File: src/rtl/alu_arbiter.sv
// alu_arbiter: round-robin front end that lets two clients share one ALU.
// Operands sit in stage S1, the ALU runs combinationally from S1, and S2 holds the response.

module ALU #(
  parameter int WIDTH = 32
) (
  input  logic [WIDTH-1:0] a,
  input  logic [WIDTH-1:0] b,
  input  logic [2:0]       control,
  output logic [WIDTH-1:0] out,
  output logic             zero,
  output logic             less_than
);

  always_comb begin
    less_than = $signed(a) < $signed(b);
    case (control)
      3'd0:    out = a + b;
      3'd1:    out = a - b;
      3'd2:    out = a & b;
      3'd3:    out = a | b;
      3'd4:    out = a ^ b;
      3'd5:    out = {{(WIDTH-1){1'b0}}, less_than};
      3'd6:    out = ~(a | b);
      default: out = '0;
    endcase
    zero = (out == '0);
  end

endmodule

module alu_arbiter #(
  parameter int WIDTH = 32,
  parameter int CNT_W = 16
) (
  input  logic             clk,
  input  logic             rst_n,
  input  logic             req0_valid,
  output logic             req0_ready,
  input  logic [WIDTH-1:0] req0_a,
  input  logic [WIDTH-1:0] req0_b,
  input  logic [2:0]       req0_op,
  input  logic             req1_valid,
  output logic             req1_ready,
  input  logic [WIDTH-1:0] req1_a,
  input  logic [WIDTH-1:0] req1_b,
  input  logic [2:0]       req1_op,
  output logic             resp_valid,
  input  logic             resp_ready,
  output logic             resp_id,
  output logic [WIDTH-1:0] resp_result,
  output logic             resp_zero,
  output logic             resp_lt,
  output logic             resp_err,
  output logic [CNT_W-1:0] op_count
);

  logic             s1_valid;
  logic [WIDTH-1:0] s1_a;
  logic [WIDTH-1:0] s1_b;
  logic [2:0]       s1_op;
  logic             s1_id;
  logic             last;

  logic [WIDTH-1:0] alu_out;
  logic             alu_zero;
  logic             alu_lt;

  logic             resp_fire;
  logic             s2_load;
  logic             s1_free;
  logic             grant;
  logic             accept;
  logic [WIDTH-1:0] acc_a;
  logic [WIDTH-1:0] acc_b;
  logic [2:0]       acc_op;

  ALU #(.WIDTH(WIDTH)) u_alu (
    .a         (s1_a),
    .b         (s1_b),
    .control   (s1_op),
    .out       (alu_out),
    .zero      (alu_zero),
    .less_than (alu_lt)
  );

  assign resp_fire = resp_valid & resp_ready;
  assign s2_load   = s1_valid & (~resp_valid | resp_ready);
  assign s1_free   = ~s1_valid | s2_load;

  // Under contention the requester that did not win last time gets the slot.
  always_comb begin
    grant = 1'b0;
    if (req0_valid && req1_valid) grant = ~last;
    else if (req1_valid)          grant = 1'b1;
  end

  assign req0_ready = rst_n & s1_free & ~grant;
  assign req1_ready = rst_n & s1_free & grant;
  assign accept     = (req0_valid & req0_ready) | (req1_valid & req1_ready);

  assign acc_a  = grant ? req1_a  : req0_a;
  assign acc_b  = grant ? req1_b  : req0_b;
  assign acc_op = grant ? req1_op : req0_op;

  always_ff @(posedge clk or negedge rst_n) begin
    if (!rst_n) begin
      s1_valid <= 1'b0;
      s1_a     <= '0;
      s1_b     <= '0;
      s1_op    <= '0;
      s1_id    <= 1'b0;
      last     <= 1'b1;
    end else begin
      if (s1_free) s1_valid <= accept;
      if (accept) begin
        s1_a  <= acc_a;
        s1_b  <= acc_b;
        s1_op <= acc_op;
        s1_id <= grant;
        last  <= grant;
      end
    end
  end

  // Opcode 7 is reported as an error with all ALU flags forced low.
  always_ff @(posedge clk or negedge rst_n) begin
    if (!rst_n) begin
      resp_valid  <= 1'b0;
      resp_id     <= 1'b0;
      resp_result <= '0;
      resp_zero   <= 1'b0;
      resp_lt     <= 1'b0;
      resp_err    <= 1'b0;
      op_count    <= '0;
    end else begin
      if (s2_load) begin
        resp_valid <= 1'b1;
        resp_id    <= s1_id;
        if (s1_op == 3'd7) begin
          resp_result <= '0;
          resp_zero   <= 1'b0;
          resp_lt     <= 1'b0;
          resp_err    <= 1'b1;
        end else begin
          resp_result <= alu_out;
          resp_zero   <= alu_zero;
          resp_lt     <= alu_lt;
          resp_err    <= 1'b0;
        end
      end else if (resp_fire) begin
        resp_valid <= 1'b0;
      end
      if (resp_fire) op_count <= op_count + CNT_W'(1);
    end
  end

endmodule

File: config.mk
export PLATFORM = sky130hd
export DESIGN_NAME = alu_arbiter
export DESIGN_NICKNAME = d
export VERILOG_FILES = /design/src/rtl/alu_arbiter.sv
export SDC_FILE = /design/constraint.sdc
export NUM_CORES = 1
export LEC_CHECK = 0
export ABC_CLOCK_PERIOD_IN_PS = 11100
export BUFFER_PORTS_ARGS = -buffer_cell sky130_fd_sc_hd__buf_2
export CORE_AREA = 10 10 147 203
export DETAILED_ROUTE_END_ITERATION = 16
export DIE_AREA = 0 0 157 213
export SLEW_MARGIN = 10
export SYNTH_ARGS = -nofsm -noshare
export SYNTH_HDL_FRONTEND = slang
export SYNTH_HIERARCHICAL = 1
export SYNTH_SLANG_ARGS = --single-unit
File: constraint.sdc
create_clock -name clk -period 11.1 [get_ports clk]
set_input_delay 2.22 -clock clk [delete_from_list [all_inputs] [get_ports clk]]
set_output_delay 2.22 -clock clk [all_outputs]
set_load 0.01 [all_outputs]
Word-level counts from Yosys, hierarchy flattened:

Index checks and enable logic that the tools add are counted.

* flip-flop bits (word level): 123
* input port bits: 139
* output and inout bits: 55
* logic and storage cells: 58

* add/subtract/negate cells: 3
* order comparisons: 1
* eq/ne operators: 7
* multiplexer cells: 12
* bitwise gates (word level): 18
* reduce and logical (&&, ||, !) cells: 4

Operator list (count)
* one-hot mux 32 bit (7 select lines): 1
* 2-to-1 mux 32 bit: 3
* adder 32 bit: 1
* AND 32 bit: 1
* zero test 32 bit: 1
* < comparator 32 bit: 1
* NOT 32 bit: 1
* bitwise OR 32 bit: 1
* subtractor 32 bit: 1
* XOR 32 bit: 1
* adder 16 x 1 -> 16 bit (second input constant): 1
* == test 3 bit (second input constant): 4
* AND 1 bit: 7
* 2-to-1 mux 1 bit: 7
* == test 3 x 2 -> 1 bit (second input constant): 2
* NOT 1 bit: 4
* == test 3 x 1 -> 1 bit (second input constant): 1
* zero test 3 bit: 1
* 2-to-1 mux 3 bit: 1
* bitwise OR 1 bit: 3
* nonzero test 2 bit: 1
* logical AND 1 bit: 1

Logic depth before layout (Yosys ltp):

Gate-level depths: netlist of the first run.

* depth in word-level cells: 8
* gate-level depth with buffers: 16
* depth with buffers taken out: 15

By module:

The synthesis of the first run kept the hierarchy.

Modules (own cells, without submodules)
* ALU: instances 1, cells an instance 912, area each 6009.5 µm²
* alu_arbiter: instances 1, cells an instance 444, area each 5240.0 µm²

Worst setup path after synthesis of the first run:

OpenSTA, ideal clock, no wires.

* path kind: input port to output port
* from: input req1_valid
* to: output req0_ready
* arrival time: 2.925 ns
* required time: 8.880 ns
* slack: 5.955 ns
* stages: 5
* cells stage by stage: a21boi_1 -> buf_4 -> buf_6 -> buf_6 -> nor2_1

* cells in the longest elaborated chain, start to end: 4

RTL lines
* start: declaration: line 43 `input logic req1_valid,`
* 2-to-1 mux 1 bit or logical AND 1 bit (tied branches): line 95, 94
* 2-to-1 mux 1 bit *: line 94 `if (req0_valid && req1_valid) grant = ~last;`
* NOT 1 bit *: line 98 `assign req0_ready = rst_n & s1_free & ~grant;`
* AND 1 bit *: line 98
* end: declaration: line 39 `output logic req0_ready,`

Mark *: on every way between the ends. The rest lies on a longest branch, timed or not.

Worst setup path in the final report of the first run:

* from: input req1_valid
* to: output req1_ready

* cells in the longest elaborated chain, start to end: 3

RTL lines
* 2-to-1 mux 1 bit or logical AND 1 bit (tied branches): line 95, 94
* 2-to-1 mux 1 bit *: line 94
* AND 1 bit *: line 99 `assign req1_ready = rst_n & s1_free & grant;`
* end: declaration: line 44 `output logic req1_ready,`

Marks and branches as above.

==> run_results.csv, run 1 <==
group,metric,value,unit
final_layout,fill_cells,2562,
placement,port-buffer-count,193,
global_route,grt_max_degree,96,
floorplan,core_area,26010,um2
cts,worst_skew_pair.late_latency,430,ps
sta,report.final.setup_viol,0,
detailed_routing,wl,38850,um
power_and_ir_drop,peakVddDrop,0.1177,mV
yosys,synth-seq-cells,123,
placement,place_congestion,0.9479,
detailed_routing,route.met3.wl,2099,um
power_and_ir_drop,internal-power,1498,uW
cts,hold_buffers,0,
yosys,synth.top_cell.area_share,27.14,%
floorplan,num_rows,70,
final_layout,multi_input_area,7417,um2
worst_setup_path,r2r_cells,12,
cts,cts-root-buf,"clkbuf_16",
worst_hold_path,min_from,"op_count[15]$_DFFE_PN0P_",
detailed_routing,wl_met2,19970,um
sta,tns,0,ps
worst_setup_path,r2r_end,"resp_zero$_DFFE_PN0P_",
worst_setup_path,cp_max_fo,21,
worst_hold_path,hold_path_end,"op_count[15]$_DFFE_PN0P_",
detailed_routing,final_antenna_net_count,0,
placement,hpwl,29220,um
sta,rsz0062_at_grt,"no",
cts,cts_resized,0,
yosys,async_reset_ff_share,100.0,%
global_route,antenna_found_initial,0,
sta,fmax,173.7,MHz
yosys,synthTopCellsByArea,"dfrtp_1 27%, ha_1 12%, mux2i_1 8.9%",
worst_setup_path,r2r_setup_slack,5990,ps
yosys,syn_avg_cell_area,8.296,um2
power_and_ir_drop,clkPwrFrac,20.6,%
yosys,seq_area_frac_synth,27.37,%
worst_setup_path,cp-start-kind,"input pin",
final_layout,antenna_cells,0,
detailed_routing,first_iter_violations,907,
floorplan,floorplan.initialDensity,43.25,%
yosys,yosys.cell_types.count,89,
yosys,syn_nets,1604,
final_layout,areaGrowthSynthToFinish,14.88,%
cts,cts.sinks,123,
cts,cts_buffer_depth,2,
worst_hold_path,worstHoldPathCells,1,
detailed_routing,drt_first_pass_iters,6,
power_and_ir_drop,switchingPower,1292,uW
job,maxCapViolCount,0,
yosys,synth-warning-count,6,
floorplan,fp.dieW,157,um
final_layout,drive_above_1_share,17.92,%
sta,slew-limit-headroom,24.98,%
worst_setup_path,crit_arrival,3540,ps
sta,worst_pin_slew,1097,ps
yosys,synthCells,1356,
detailed_routing,remaining_drc_errors,0,
power_and_ir_drop,power_density,215.8,nW/um2
yosys,yosys_most_used_dff,"dfrtp_1",
sta,slew_viol_final,0,
floorplan,fp.dieH,213,um
final_layout,regArea,3082,um2
worst_hold_path,hold_class,"reg -> reg",
cts,post_cts_buffers,0,
power_and_ir_drop,pwr-share-seq,24.5,%
detailed_routing,viasPerCell,5.950,
yosys,yosys.area.top_type,"dfrtp_1",
final_layout,finish.net_count,1742,
cts,clkSlewWorstSetupHoldPaths,60,ps
floorplan,die-area,33440,um2
global_route,grt_pass1_vias,10820,
power_and_ir_drop,combinationalPowerShare,54.8,%
run_status,outcome,"complete, no violations",
detailed_routing,m1WireLength,15080,um
cts,cts_tree,"built",
yosys,synth_edf_count,0,
sta,hold_viol,0,
worst_setup_path,endpoint_kind,"output pin",
final_layout,fin_util,49.68,%
power_and_ir_drop,p_leak,0.006132,uW
sta,fin_crit_sh,51.87,%
detailed_routing,vias,10890,
worst_setup_path,crit_type,"in -> out",
worst_setup_path,crit_required,8880,ps
cts,htreeDepth,4,
power_and_ir_drop,swShare,46.30,%
floorplan,io_pins,194,
detailed_routing,top_layer,"met4",
sta,clock-skew-final,9.072,ps
yosys,syn_area,11250,um2
global_route,grt_pass1_wl,60260,um
sta,min_period,5758,ps
global_route,grtUsageTotal,22.90,%
global_route,grt_overflow_total,0,
detailed_routing,route.detailed.wl_per_inst,21.22,um
cts,numCtsBuffers,17,
worst_setup_path,rr_startpoint,"s1_op[0]$_DFFE_PN0P_",
-- layout by cell type, fill, tap and decap left out, drive strengths merged, types with 7 or more instances in the layout --
cell type  synthesis  final
or2                9      9
nor3              25     25
and3              12     12
nand2            143    143
a21o              13     13
or4                9      9
nor4              11     11
nor2              92     92
or3                8      8
clkbuf            63     20
a2111oi            9      9
mux2i            100    100
o21ai            126    126
a211oi            15     15
a22o              35     35
o211ai            22     22
inv               94     95
o22a               7      7
nand4             10     10
o31ai             16     16
nor2b             12     12
xnor2             20     20
a21oi             77     77
o21a              12     12
nand3             19     19
o22ai              9      9
o221ai            10     10
a31oi             18     18
ha               107    107
dfrtp            122    122
buf               24    206
xor2               8      8
clkinv             2      7
a211o              7      7
-- state kept, by name, indices dropped and copies added (netlist names) --
name / count
resp_result: 32
s1_a: 32
s1_b: 32
op_count: 16
s1_op: 3
last: 1
resp_err: 1
resp_id: 1
resp_lt: 1
resp_valid: 1
resp_zero: 1
s1_id: 1
s1_valid: 1
-- worst max-delay path, cell delays in order --
cell and delay [ps]:
buf_2 130, a21boi_4 770, and3_1 280, buf_2 140
-- metal layers --
layer,GRT usage (%),vias up
met1,25.79,5196
met3,3.262,91
met4,11.48,0
li1,-,5196
met2,41.08,411
met5,0,-
-- power by group through the flow --
stage	Combinational [uW]	Sequential, uW	Clock (uW)
floorplan	1010	693	0
global placement	1500	688	0
detailed placement	1510	693	0
CTS	1520	686	589
global route	1670	705	605
finish	1530	684	575
-- Yosys cell counts, types with 6 or more instances --
| cell type | number |
|---|---|
| nor3_1 | 23 |
| a31oi_1 | 17 |
| nor2b_1 | 12 |
| buf_6 | 7 |
| o211ai_1 | 21 |
| mux2i_1 | 100 |
| o22ai_1 | 9 |
| nor2_1 | 92 |
| o31ai_1 | 16 |
| a211oi_1 | 15 |
| ha_1 | 107 |
| xnor2_1 | 20 |
| nand3_1 | 19 |
| dfrtp_1 | 122 |
| or4_1 | 9 |
| clkbuf_1 | 63 |
| a211o_1 | 7 |
| o21a_1 | 12 |
| nand2_1 | 142 |
| or2_2 | 8 |
| o21ai_1 | 22 |
| o221ai_1 | 10 |
| o21ai_0 | 104 |
| or3_1 | 8 |
| a2111oi_0 | 6 |
| inv_1 | 93 |
| buf_4 | 9 |
| a21oi_1 | 77 |
| and3_1 | 12 |
| a22o_1 | 35 |
| nor4_1 | 11 |
| o21bai_1 | 6 |
| xor2_1 | 8 |
| nand4_1 | 10 |
| a21o_1 | 13 |
| o22a_1 | 7 |
-- logic make-up (layout without fill, tap and decap cells) --
kind of cell / after synthesis / after routing / synth area share (%)
flops: 123 / 123 / 27.37
compound gates: 433 / 433 / 26.00
mux: 106 / 106 / 9.498
simple gates: 374 / 374 / 15.77
fa+ha+maj: 109 / 109 / 12.26
xor+xnor: 28 / 28 / 2.180
buf+inv: 183 / 334 / 6.918
-- worst max-delay path by stage --
stage,startpoint,cells after the start,end
2_1_floorplan,req1_valid,5,req0_ready
3_3_place_gp,req0_valid,4,req1_ready
3_5_place_dp,req1_valid,4,req1_ready
4_1_cts,req1_valid,4,req1_ready
5_1_grt,req1_valid,4,req1_ready
6_report,req1_valid,4,req1_ready
-- metrics by stage --
step / hold WS, ps / total power, uW / std cells / instance area [um2] / worst slack, ps
after floorplan: 445.6 / 1704 / 1356 / 11250 / 5955
after detailed placement: 461.9 / 2199 / 1799 / 12330 / 5277
final: 469.8 / 2789 / 1831 / 12920 / 5342
after global routing: 501.8 / 2976 / 1831 / 12920 / 5230
after CTS: 474.5 / 2790 / 1831 / 12920 / 5285
after global placement: 459.1 / 2186 / 1799 / 12330 / 5325
-- layout make-up --
class | instances | share of cell area (%)
sequential | 123 | 23.85
tap | 324 | 3.137
clock inverter | 12 | 1.133
clock buffer | 20 | 3.456
multi-input combinational | 1050 | 57.39
inverter | 96 | 2.788
timing repair buffer | 206 | 8.249
Power figures use the tool's default switching activity.
==> run 2: changes to the inputs <==
ABC_CLOCK_PERIOD_IN_PS = 6000   (was 11100)
clock period = 6 ns   (was 11.1 ns; I/O delays follow)
==> run 2 against run 1 <==
Flip-flop and latch count stayed put. Final area up 0.78%. Combinational power is 86% higher. First-iteration DRC count is 24% lower. Non-clock buffer count is 10 higher. Register-to-register slack worse by 4900 ps. Critical path type is now reg -> reg. Highest routed layer unchanged.
==> run_results.csv, run 2 (same netlist as run 1, synthesis figures left out) <==
group,metric,value,unit
run_status,outcome,"complete, no violations",
sta,rsz0062_at_grt,"no",
final_layout,fin_util,50.07,%
worst_setup_path,crit_arrival,5240,ps
placement,port-buffer-count,193,
cts,worst_skew_pair.late_latency,430,ps
power_and_ir_drop,clkPwrFrac,20.8,%
final_layout,drive_above_1_share,18.59,%
global_route,grt_pass1_wl,63450,um
detailed_routing,route.detailed.wl_per_inst,22.19,um
worst_hold_path,worstHoldPathCells,1,
detailed_routing,first_iter_violations,687,
sta,slew_viol_final,0,
power_and_ir_drop,internal-power,2800,uW
power_and_ir_drop,p_leak,0.006189,uW
worst_setup_path,crit_chain,"inv_1 -> ha_1 -> fa_1 -> or2_0 -> a2111o_1 -> a2111oi_4 -> nor4bb_2 -> a221o_1 -> o21a_1 -> or4b_1 -> nor4_1 -> nand4b_1 -> nor4_1 -> and4bb_1 -> a22o_1",
worst_setup_path,r2r_cells,15,
detailed_routing,drt_first_pass_iters,5,
worst_setup_path,rr_startpoint,"s1_a[0]$_DFFE_PN0P_",
worst_hold_path,min_from,"op_count[15]$_DFFE_PN0P_",
power_and_ir_drop,combinationalPowerShare,54.3,%
sta,clock-skew-final,12.22,ps
worst_setup_path,worst-path-buf-inv,1,
final_layout,reg_top3,"resp_result: 32 flops, s1_a: 32 flops, s1_b: 32 flops",
cts,hold_buffers,0,
final_layout,layout_common_cells,"192 x buf_2, 142 x nand2_1, 120 x dfrtp_1",
job,maxCapViolCount,0,
cts,cts_resized,0,
cts,cts.sinks,123,
placement,preCtsSetupSlack,1199,ps
final_layout,finish.net_count,1752,
global_route,grt_overflow_total,0,
floorplan,floorplan.initialDensity,43.25,%
worst_setup_path,r2r_setup_slack,1130,ps
final_layout,mostFrequentLayoutCell,"buf_2",
detailed_routing,final_antenna_net_count,0,
cts,post_cts_buffers,0,
floorplan,num_rows,70,
floorplan,core_area,26010,um2
power_and_ir_drop,swShare,46.54,%
placement,place_congestion,0.9637,
detailed_routing,remaining_drc_errors,0,
power_and_ir_drop,pwr-share-seq,24.8,%
cts,numCtsBuffers,17,
worst_setup_path,crit_type,"reg -> reg",
cts,cts_tree,"built",
global_route,grt_pass1_vias,11160,
power_and_ir_drop,power_density,402.1,nW/um2
final_layout,antenna_cells,0,
sta,slew-limit-headroom,34.29,%
detailed_routing,vias,10890,
worst_setup_path,endpoint_kind,"register",
global_route,grt_max_degree,81,
sta,fmax,205.4,MHz
cts,cts_buffer_depth,2,
floorplan,fp.dieH,213,um
sta,tns,0,ps
cts,htreeDepth,4,
sta,min_period,4870,ps
sta,fin_crit_sh,81.16,%
sta,finalWorstSetupSlack,1130,ps
detailed_routing,wl,40860,um
worst_setup_path,cp_slowest_cell,"a2111oi_4",
power_and_ir_drop,peakVddDrop,0.2181,mV
worst_setup_path,crit_top_cell,"nor4_1",
power_and_ir_drop,switchingPower,2438,uW
worst_setup_path,crit_required,6370,ps
floorplan,die-area,33440,um2
worst_setup_path,r2r_end,"resp_zero$_DFFE_PN0P_",
floorplan,fp.dieW,157,um
sta,hold_viol,0,
floorplan,io_pins,194,
worst_setup_path,cp-start-kind,"register",
sta,worst_pin_slew,985.6,ps
final_layout,fill_cells,2568,
sta,report.final.setup_viol,0,
worst_hold_path,hold_class,"reg -> reg",
worst_hold_path,hold_path_end,"op_count[15]$_DFFE_PN0P_",
global_route,grtUsageTotal,24.30,%
detailed_routing,viasPerCell,5.913,
cts,cts-root-buf,"clkbuf_16",
placement,hpwl,31470,um
global_route,antenna_found_initial,0,
worst_setup_path,cp_max_fo,6,
worst_setup_path,cp_top_family,"simple AND/OR/NAND/NOR gates",
worst_setup_path,critPathMaxStageDelay,590,ps
cts,clkSlewWorstSetupHoldPaths,60,ps
final_layout,areaGrowthSynthToFinish,15.78,%
## run 2: cell count changes in the layout (fill, tap and decap cells not counted), sizes merged
cell,delta
clkbuf,-1
clkinv,+1
buf,+10
## run 2: power by group through the flow
| stage | combinational [uW] | clock (uW) | sequential, uW |
|---|---|---|---|
| floorplan | 1870 | 0 | 1280 |
| global placement | 2800 | 0 | 1310 |
| detailed placement | 2800 | 0 | 1310 |
| CTS | 2820 | 1110 | 1300 |
| global route | 3100 | 1150 | 1340 |
| finish | 2850 | 1090 | 1300 |
## run 2: area by class of cell
| cell class | instances | area, um2 | share of cell area [%] |
|---|---|---|---|
| flip-flops and latches | 123 | 3082 | 23.66 |
| multi-input cells | 1050 | 7417 | 56.95 |
| repair buffers | 216 | 1141 | 8.761 |
| well taps | 324 | 405.4 | 3.112 |
| clock buffers | 19 | 452.9 | 3.477 |
| inverters | 96 | 360.3 | 2.767 |
| clock inverters | 13 | 166.4 | 1.278 |
## run 2: layer usage
metal	vias up	wire length [um]	track usage (%)
met5	-	0	0
met4	0	1913	12.40
met1	5144	15760	26.79
li1	5231	-	-
met2	410	21040	44.04
met3	100	2147	3.665
## run 2: stage by stage
step / hold WS, ps / std cells / total power (uW) / cell area [um2]
floorplan: 445.6 / 1356 / 3153 / 11250
global placement: 458.6 / 1809 / 4106 / 12410
detailed placement: 457.3 / 1809 / 4116 / 12410
CTS: 470.2 / 1841 / 5231 / 13030
global route: 492.6 / 1841 / 5584 / 13030
finish: 471.5 / 1841 / 5238 / 13030
## run 2: how the worst max path moves through the flow
stage                         from                    end  cells past startpoint
2_1_floorplan  s1_a[0]$_DFFE_PN0P_  resp_zero$_DFFE_PN0P_                     15
3_3_place_gp   s1_a[0]$_DFFE_PN0P_  resp_zero$_DFFE_PN0P_                     15
3_5_place_dp   s1_a[0]$_DFFE_PN0P_  resp_zero$_DFFE_PN0P_                     15
4_1_cts        s1_a[0]$_DFFE_PN0P_  resp_zero$_DFFE_PN0P_                     15
5_1_grt        s1_a[0]$_DFFE_PN0P_  resp_zero$_DFFE_PN0P_                     15
6_report       s1_a[0]$_DFFE_PN0P_  resp_zero$_DFFE_PN0P_                     15
==> run 3: changes to the inputs <==
ABC_CLOCK_PERIOD_IN_PS = 4310   (was 6000)
PLACE_DENSITY = 0.67   (was default)
clock period = 4.31 ns   (was 6 ns; I/O delays follow)
==> run 3 against run 2 <==
Total power rose by 41%. Clock power increased by 29%. Clock skew decreased by 1.1 ps. Worst setup slack got worse by 1100 ps. Non-clock buffer count grew 54. Largest power group unchanged. Hold slack got worse by 160 ps. Critical endpoint unchanged. First-iteration DRC count increased by 38%. Maximum frequency increased by 15%. Critical path depth rose by 1.
==> run_results.csv, run 3 (same netlist as run 1, synthesis figures left out) <==
group,metric,value,unit
run_status,outcome,"complete, no violations",
placement,preCtsSetupSlack,-121.7,ps
job,maxCapViolCount,0,
cts,cts_tree,"built",
power_and_ir_drop,peakVddDrop,0.3017,mV
power_and_ir_drop,internal-power,4003,uW
detailed_routing,final_antenna_net_count,0,
floorplan,die-area,33440,um2
cts,cts-root-buf,"clkbuf_16",
power_and_ir_drop,pwr-share-seq,23.8,%
detailed_routing,first_iter_violations,945,
power_and_ir_drop,switchingPower,3401,uW
detailed_routing,drt_first_pass_iters,6,
cts,htreeDepth,4,
worst_hold_path,hold_class,"in -> async",
sta,min_period,4248,ps
floorplan,num_rows,70,
worst_setup_path,rr_startpoint,"s1_b[0]$_DFFE_PN0P_",
global_route,grt_pass1_vias,11380,
global_route,antenna_found_initial,1,
final_layout,layout_common_cells,"192 x buf_2, 142 x nand2_1, 119 x dfrtp_1",
worst_setup_path,cp_max_fo,2,
sta,fin_crit_sh,98.55,%
floorplan,core_area,26010,um2
sta,slew_viol_final,0,
floorplan,floorplan.initialDensity,43.25,%
floorplan,io_pins,194,
final_layout,finish.net_count,1806,
cts,clkSlewWorstSetupHoldPaths,60,ps
power_and_ir_drop,power_density,550.2,nW/um2
global_route,grt_max_degree,137,
worst_setup_path,r2r_end,"resp_zero$_DFFE_PN0P_",
detailed_routing,vias,11150,
worst_setup_path,crit_type,"reg -> reg",
final_layout,fill_cells,2478,
sta,whs,309.2,ps
global_route,grt_pass1_wl,60660,um
worst_setup_path,r2r_cells,16,
worst_setup_path,crit_required,4680,ps
global_route,grtUsageTotal,22.79,%
power_and_ir_drop,total_power,7404,uW
sta,fmax,235.4,MHz
power_and_ir_drop,combinationalPowerShare,57.1,%
cts,numCtsBuffers,17,
sta,worst_pin_slew,721.4,ps
final_layout,areaGrowthSynthToFinish,19.61,%
final_layout,fin_util,51.73,%
sta,hold_viol,0,
global_route,grt_overflow_total,0,
power_and_ir_drop,swShare,45.93,%
cts,cts_buffer_depth,2,
detailed_routing,viasPerCell,5.882,
sta,finalWorstSetupSlack,62.46,ps
sta,clock-skew-final,11.10,ps
placement,placed_area,12760,um2
worst_setup_path,r2r_setup_slack,60,ps
cts,cts.sinks,123,
detailed_routing,remaining_drc_errors,0,
placement,port-buffer-count,193,
worst_setup_path,cp_slowest_cell,"a2111o_1",
floorplan,fp.dieW,157,um
power_and_ir_drop,clkPwrFrac,19.0,%
worst_setup_path,critPathMaxStageDelay,450,ps
power_and_ir_drop,p_leak,0.006431,uW
floorplan,fp.dieH,213,um
final_layout,reg_top3,"resp_result: 32 flops, s1_a: 32 flops, s1_b: 32 flops",
placement,hpwl,29730,um
worst_setup_path,crit_chain,"ha_2 -> fa_2 -> or2_1 -> a2111o_1 -> a2111oi_4 -> nor4bb_2 -> buf_4 -> o211ai_1 -> buf_4 -> a21boi_2 -> mux2_1 -> a211o_1 -> a211o_1 -> nor4_1 -> and4bb_1 -> a22o_1",
sta,slew-limit-headroom,51.91,%
detailed_routing,route.detailed.wl_per_inst,20.44,um
final_layout,mostFrequentLayoutCell,"buf_2",
detailed_routing,wl,38750,um
sta,rsz0062_at_grt,"yes",
worst_setup_path,cp-start-kind,"register",
placement,place_congestion,0.9714,
worst_setup_path,startpoint,"s1_b[0]$_DFFE_PN0P_",
worst_setup_path,endpoint_kind,"register",
final_layout,fin_area,13460,um2
worst_setup_path,endpoint,"resp_zero$_DFFE_PN0P_",
worst_setup_path,crit_arrival,4610,ps
final_layout,drive_above_1_share,21.96,%
cts,worst_skew_pair.late_latency,430,ps
sta,report.final.setup_viol,0,
run 3: changes by cell type in the layout (fill, tap and decap cells not counted), sizes merged:
cell / delta
buf: +54
clkinv: -3
inv: +2
diode: +1
clkinvlp: +3
bufinv: -2
run 3: cell type report:
class | instances | area, um2 | share of cell area [%]
diodes | 1 | 2.502 | 0.01860
flip-flops and latches | 123 | 3083 | 22.91
well taps | 324 | 405.4 | 3.013
clock inverters | 13 | 116.4 | 0.8648
inverters | 96 | 360.3 | 2.678
repair buffers | 270 | 1563 | 11.61
clock buffers | 19 | 452.9 | 3.366
multi-input cells | 1050 | 7472 | 55.53
run 3: worst max-delay path: cells and delay by family, from the launching register on:
family,cells,cell delay [ps]
compound gates,7,1780
fa+ha+maj,2,570
flops,1,400
buf+inv,2,330
simple gates,4,820
mux,1,310
run 3: per-stage QoR:
stage | setup TNS, ps | cells
after CTS | 0 | 1894
final | 0 | 1896
after floorplan | 0 | 1356
after global routing | -70.51 | 1895
after global placement | -94.17 | 1855
after detailed placement | -121.7 | 1855
run 3: layer usage:
metal	up-vias	track usage [%]	share of wire [%]
li1	5329	-	-
met1	5308	27.71	41
met2	438	39.66	50
met3	78	2.960	5.7
met4	0	9.201	3.1
met5	-	0	0
run 3: worst min-delay path by stage:
stage                                  start                           to  slack (ps)  depth (start not counted)
finish                                 rst_n     op_count[13]$_DFFE_PN0P_         310                          1
global route                           rst_n  resp_result[14]$_DFFE_PN0P_         320                          1
global placement    op_count[15]$_DFFE_PN0P_     op_count[15]$_DFFE_PN0P_         460                          1
floorplan                  s1_id$_DFFE_PN0P_            s1_id$_DFFE_PN0P_         450                          1
CTS                                    rst_n     op_count[13]$_DFFE_PN0P_         300                          1
detailed placement         s1_id$_DFFE_PN0P_            s1_id$_DFFE_PN0P_         470                          1
run 3: repair_timing:
| item | in CTS | in global routing |
|---|---|---|
| hold buffers | 0 | 0 |
| pin swaps | 10 | 5 |
| gates resized for setup | 5 | 12 |
| endpoints found under the setup margin | 1 | 1 |
| buffers inserted | 7 | 1 |
run 3: power groups by stage:
| stage | logic (uW) | clock network, uW | registers (uW) |
|---|---|---|---|
| after global placement | 4040 | 0 | 1770 |
| after floorplan | 2600 | 0 | 1790 |
| after detailed placement | 4070 | 0 | 1780 |
| final | 4230 | 1410 | 1770 |
| after global routing | 4610 | 1480 | 1820 |
| after CTS | 4120 | 1440 | 1760 |
